--- src/rtl/seq_factorizer.sv ---
// seq_factorizer: trial-division prime factorizer built from subtractions only,
// streaming prime factors in non-decreasing order over a valid/ready handshake.
module seq_factorizer #(
    parameter int WIDTH     = 8,
    parameter int CNT_WIDTH = 4
) (
    input  logic                 clk,
    input  logic                 reset,
    input  logic                 start,
    input  logic [WIDTH-1:0]     number,
    output logic                 busy,
    output logic                 done,
    output logic [WIDTH-1:0]     factor,
    output logic                 factor_valid,
    input  logic                 factor_ready,
    output logic [CNT_WIDTH-1:0] factor_count,
    output logic                 is_prime
);
    localparam int W2 = 2 * WIDTH;
    typedef enum logic [2:0] {IDLE, CHECK, DIVIDE, EMIT, EMIT_LAST, DONE} state_t;
    state_t               state_q, state_d;
    logic [WIDTH-1:0]     m_q, m_d, d_q, d_d, r_q, r_d, q_q, q_d, factor_q, factor_d;
    logic [W2-1:0]        sq_q, sq_d;
    logic [CNT_WIDTH-1:0] count_q, count_d;
    logic                 busy_q, busy_d, done_q, done_d, valid_q, valid_d, prime_q, prime_d;
    always_ff @(posedge clk or posedge reset) begin
        if (reset) begin
            state_q  <= IDLE;
            m_q      <= '0;
            d_q      <= '0;
            r_q      <= '0;
            q_q      <= '0;
            sq_q     <= '0;
            factor_q <= '0;
            count_q  <= '0;
            busy_q   <= 1'b0;
            done_q   <= 1'b0;
            valid_q  <= 1'b0;
            prime_q  <= 1'b0;
        end else begin
            state_q  <= state_d;
            m_q      <= m_d;
            d_q      <= d_d;
            r_q      <= r_d;
            q_q      <= q_d;
            sq_q     <= sq_d;
            factor_q <= factor_d;
            count_q  <= count_d;
            busy_q   <= busy_d;
            done_q   <= done_d;
            valid_q  <= valid_d;
            prime_q  <= prime_d;
        end
    end
    always_comb begin
        state_d  = state_q;
        m_d      = m_q;
        d_d      = d_q;
        r_d      = r_q;
        q_d      = q_q;
        sq_d     = sq_q;
        factor_d = factor_q;
        count_d  = count_q;
        busy_d   = busy_q;
        done_d   = done_q;
        valid_d  = valid_q;
        prime_d  = prime_q;
        case (state_q)
            IDLE, DONE: if (start) begin
                m_d     = number;
                d_d     = WIDTH'(2);
                sq_d    = W2'(4);
                count_d = '0;
                done_d  = 1'b0;
                prime_d = 1'b0;
                busy_d  = 1'b1;
                state_d = CHECK;
            end
            CHECK: begin
                if (m_q < WIDTH'(2)) begin
                    busy_d  = 1'b0;
                    done_d  = 1'b1;
                    state_d = DONE;
                end else if (sq_q > W2'(m_q)) begin
                    // no divisor up to sqrt(m) remains, so m itself is the last prime
                    factor_d = m_q;
                    valid_d  = 1'b1;
                    state_d  = EMIT_LAST;
                end else begin
                    r_d     = m_q;
                    q_d     = '0;
                    state_d = DIVIDE;
                end
            end
            DIVIDE: begin
                if (r_q >= d_q) begin
                    r_d = r_q - d_q;
                    q_d = q_q + WIDTH'(1);
                end else if (r_q == '0) begin
                    factor_d = d_q;
                    valid_d  = 1'b1;
                    state_d  = EMIT;
                end else begin
                    // (d+1)^2 = d^2 + 2d + 1
                    d_d     = d_q + WIDTH'(1);
                    sq_d    = sq_q + {{(WIDTH-1){1'b0}}, d_q, 1'b1};
                    state_d = CHECK;
                end
            end
            EMIT: if (factor_ready) begin
                m_d     = q_q;
                count_d = count_q + CNT_WIDTH'(1);
                valid_d = 1'b0;
                state_d = CHECK;
            end
            EMIT_LAST: if (factor_ready) begin
                count_d = count_q + CNT_WIDTH'(1);
                prime_d = (count_q == '0);
                valid_d = 1'b0;
                busy_d  = 1'b0;
                done_d  = 1'b1;
                state_d = DONE;
            end
            default: state_d = IDLE;
        endcase
    end
    assign busy         = busy_q;
    assign done         = done_q;
    assign factor       = factor_q;
    assign factor_valid = valid_q;
    assign factor_count = count_q;
    assign is_prime     = prime_q;
endmodule

--- config.mk ---
export PLATFORM = sky130hd
export DESIGN_NAME = seq_factorizer
export DESIGN_NICKNAME = d
export VERILOG_FILES = /design/src/rtl/seq_factorizer.sv
export SDC_FILE = /design/constraint.sdc
export NUM_CORES = 1
export LEC_CHECK = 0
export CAP_MARGIN = 20
export CORE_ASPECT_RATIO = 1.75
export CORE_UTILIZATION = 52
export DETAILED_ROUTE_END_ITERATION = 12
export PLACE_DENSITY_LB_ADDON = 0.1
export SETUP_SLACK_MARGIN = 0.3
export SYNTH_ARGS = -nofsm -noshare
export SYNTH_HDL_FRONTEND = slang
export SYNTH_SLANG_ARGS = --single-unit
--- constraint.sdc ---
create_clock -name clk -period 4 [get_ports clk]
set_input_delay 0.8 -clock clk [delete_from_list [all_inputs] [get_ports clk]]
set_output_delay 0.8 -clock clk [all_outputs]
set_load 0.03 [all_outputs]
==> flow_summary.yaml <==
status:
  outcome: "completed"
power:
  p_per_area_mw_per_mm2: 770
  ir_worst_vdd_mv: 0.429
  power.total_mw: 3.86
  leakagePower_nw: 2.23
drt:
  wl_per_cell_um: 17.7
  totalWireLength_um: 10500
  vias_per_cell: 6.20
  drt-initial-drc-count: 315
  firstDrtPassIters: 5
  drc: 0
  vias: 3680
  ant_nets: 0
floorplan:
  dieHeight_um: 124
  die_x_um: 71.4
  rows: 44
  core_mm2: 0.00826
  die_area_mm2: 0.00882
  start_util_pct: 53.1
  io_pins: 28
global_routing:
  grt_pass1_vias: 3483
  met3_usage_pct: 3.50
  busiest_layer: "met2"
  antenna_found_initial: 0
  grtUsageTotal_pct: 25.0
  grt_max_degree: 50
  met2_usage_pct: 45.0
  use_met1_pct: 29.1
  grt_pass1_wl_um: 16900
  gr-total-overflow: 0
place:
  post-place-cells: 580
  port-buffer-count: 27
  dpl-instance-area_mm2: 0.00474
  hpwl_um: 7750
  routabilityCongestion: 0.845
  post-place-ws_ns: 1.09
clock_network:
  cts_hold_buf: 0
  h-tree-depth: 3
  numCtsBuffers: 9
  cts_setup_buffers: 0
  clock-sinks: 67
  cts_buffer_depth: 2
  clkTransAtPathRegs_ns: 0.05
  clk_latency_ns: 0.33
  root_buffer: "clkbuf_16"
  cts_resized: 0
  cts_tree: "built"
layout:
  syn2layout_area_growth_pct: 14.3
  instances_no_fill: 594
  fin_area_mm2: 0.00501
  nets: 542
  drive_gt1_share_pct: 10.6
  n_antenna_cell: 0
critical_path:
  arrival_ns: 3.09
  crit_fanout: 11
  worstSetupPathType: "reg -> reg"
  cp-end-kind: "flip-flop"
  crit_family: "compound AO/OA/AOI/OAI gates"
  cp_cell_sequence: "ha_1 -> fa_1 -> nand2b_1 -> a21oi_2 -> o2111ai_4 -> a31oi_1 -> o31ai_1"
  cpPeakStageDelay_ns: 0.70
  startpoint_type: "flip-flop"
  cp.buffers_inverters: 0
  crit_slowest_cell: "a31oi_1"
  cp.required_ns: 4.18
synth:
  synth_compound_area_share_pct: 18.4
  synth_cell_types: 61
  synth_warnings: 0
  synth_edf_count: 0
  syn-num-nets: 514
  synth_top_cell_by_area: "dfrtp_1"
  synth_xor_area_share_pct: 2.99
  synth_top_family_by_area: "simple AND/OR/NAND/NOR gates"
  syn_area_mm2: 0.00439
  synth_common_cells: "67 x dfrtp_1, 55 x nand2_1, 36 x o21ai_0"
  synth-async-reset-ratio_pct: 100
  synth_top_cells_by_area: "dfrtp_1 38%, ha_1 8.0%, nand2_1 4.7%"
  synth-simple-area-share_pct: 18.8
  syn_inst: 472
  synth_ff_type: "dfrtp_1"
  seq_area_frac_synth_pct: 38.2
  yosysTopAreaCellShare_pct: 38.2
  synth_adder_area_share_pct: 8.90
  synth_mux_area_share_pct: 8.56
  ys_seq_elements: 67
  post-synth-top-count-cell: "dfrtp_1"
  synth.avg_cell_area_um2: 9.29
sta:
  setup_tns_ns: 0
  grt_setup_unrepaired: "no"
  finalMaxSlewViolations: 0
  maxSlewHeadroom_pct: 35.7
  clock.fmax_mhz: 343
  fin_skew_ns: 0.00700
  postLayoutSetupSlackWorst_ns: 1.09
  final_hold_viol_count: 0
  period_share_pct: 72.8
  fin_crit_ns: 2.91
  tightestPinTransition_ns: 0.964
  setup_violations: 0
run:
  cap_violations: 0
worst_hold_path:
  hold_class: "reg -> reg"
registers in the layout, indices dropped and copies added, names as in the netlist:
signal,flops
busy,1
factor_count,4
is_prime,1
sq_q,16
r_q,8
done,1
q_q,8
m_q,8
d_q,8
state_q,3
factor_valid,1
factor,8
final timing paths:
check | startpoint | to | slack, ns | cells after the start
setup / recovery | d_q[0] | sq_q[3] | 1.09 | 7
hold / removal | busy | busy | 0.47 | 1
setup reg to reg | d_q[0] | sq_q[3] | 1.09 | 7
hold reg to reg | busy | busy | 0.47 | 1
max in group asynchronous | reset | d_q[0] | 2.65 | 4
min in group asynchronous | reset | q_q[4] | 0.67 | 2
area by class of cell:
type / count / area (um2)
inverter: 27 / 101
multi-input combinational: 360 / 2530
tap: 92 / 115
sequential: 67 / 1680
fill: 723 / 3240
timing repair buffer: 35 / 343
clock buffer: 13 / 250
where the power goes:
group / switching (mW) / total (mW) / internal (mW) / leakage [nW]
combinational: 1.17 / 2.04 / 0.868 / 1.23
clock: 0.268 / 0.694 / 0.426 / 0.122
sequential: 0.251 / 1.13 / 0.875 / 0.876
total: 1.69 / 3.86 / 2.17 / 2.23
cells in the final DEF (no fill, tap or decap), types with 7 or more instances in the layout:
cell type,n
mux2i_1,15
mux2_2,12
buf_4,7
ha_1,28
nand3_1,20
nor2_1,30
dfrtp_1,67
a21o_1,7
nor3_1,13
xor2_1,8
clkbuf_16,9
clkdlybuf4s50_1,27
a21oi_1,23
nand4_1,10
o31ai_1,11
xnor2_1,7
inv_1,26
o21ai_0,36
nand2_1,55
worst register-to-register path, delay by kind of cell (launching register included):
kind                       cells  cell delay [ns]
DFF                            1             0.50
and+or+nand+nor                1             0.17
adders and majority gates      2             0.69
AOI/OAI and AO/OA              4             1.41
cell families (layout without fill, tap and decap cells):
group	after synthesis	count (layout)
compound gates	118	118
xor+xnor	15	15
fa+ha+maj	30	30
buf+inv	45	75
flops	67	67
mux	33	33
simple gates	164	164
routing by layer:
| layer | routed length, um | vias up |
|---|---|---|
| li1 | - | 1777 |
| met1 | 4280 | 1786 |
| met2 | 5610 | 92 |
| met3 | 336 | 25 |
| met4 | 308 | 0 |
| met5 | 0 | - |
per-stage QoR:
stage          hold WS [ns]  util, %
2_1_floorplan         0.464        -
3_3_place_gp          0.465     57.5
3_5_place_dp          0.466     57.5
4_1_cts               0.478     60.5
5_1_grt               0.488     60.7
6_report              0.474     60.7
Power figures use the tool's default switching activity.
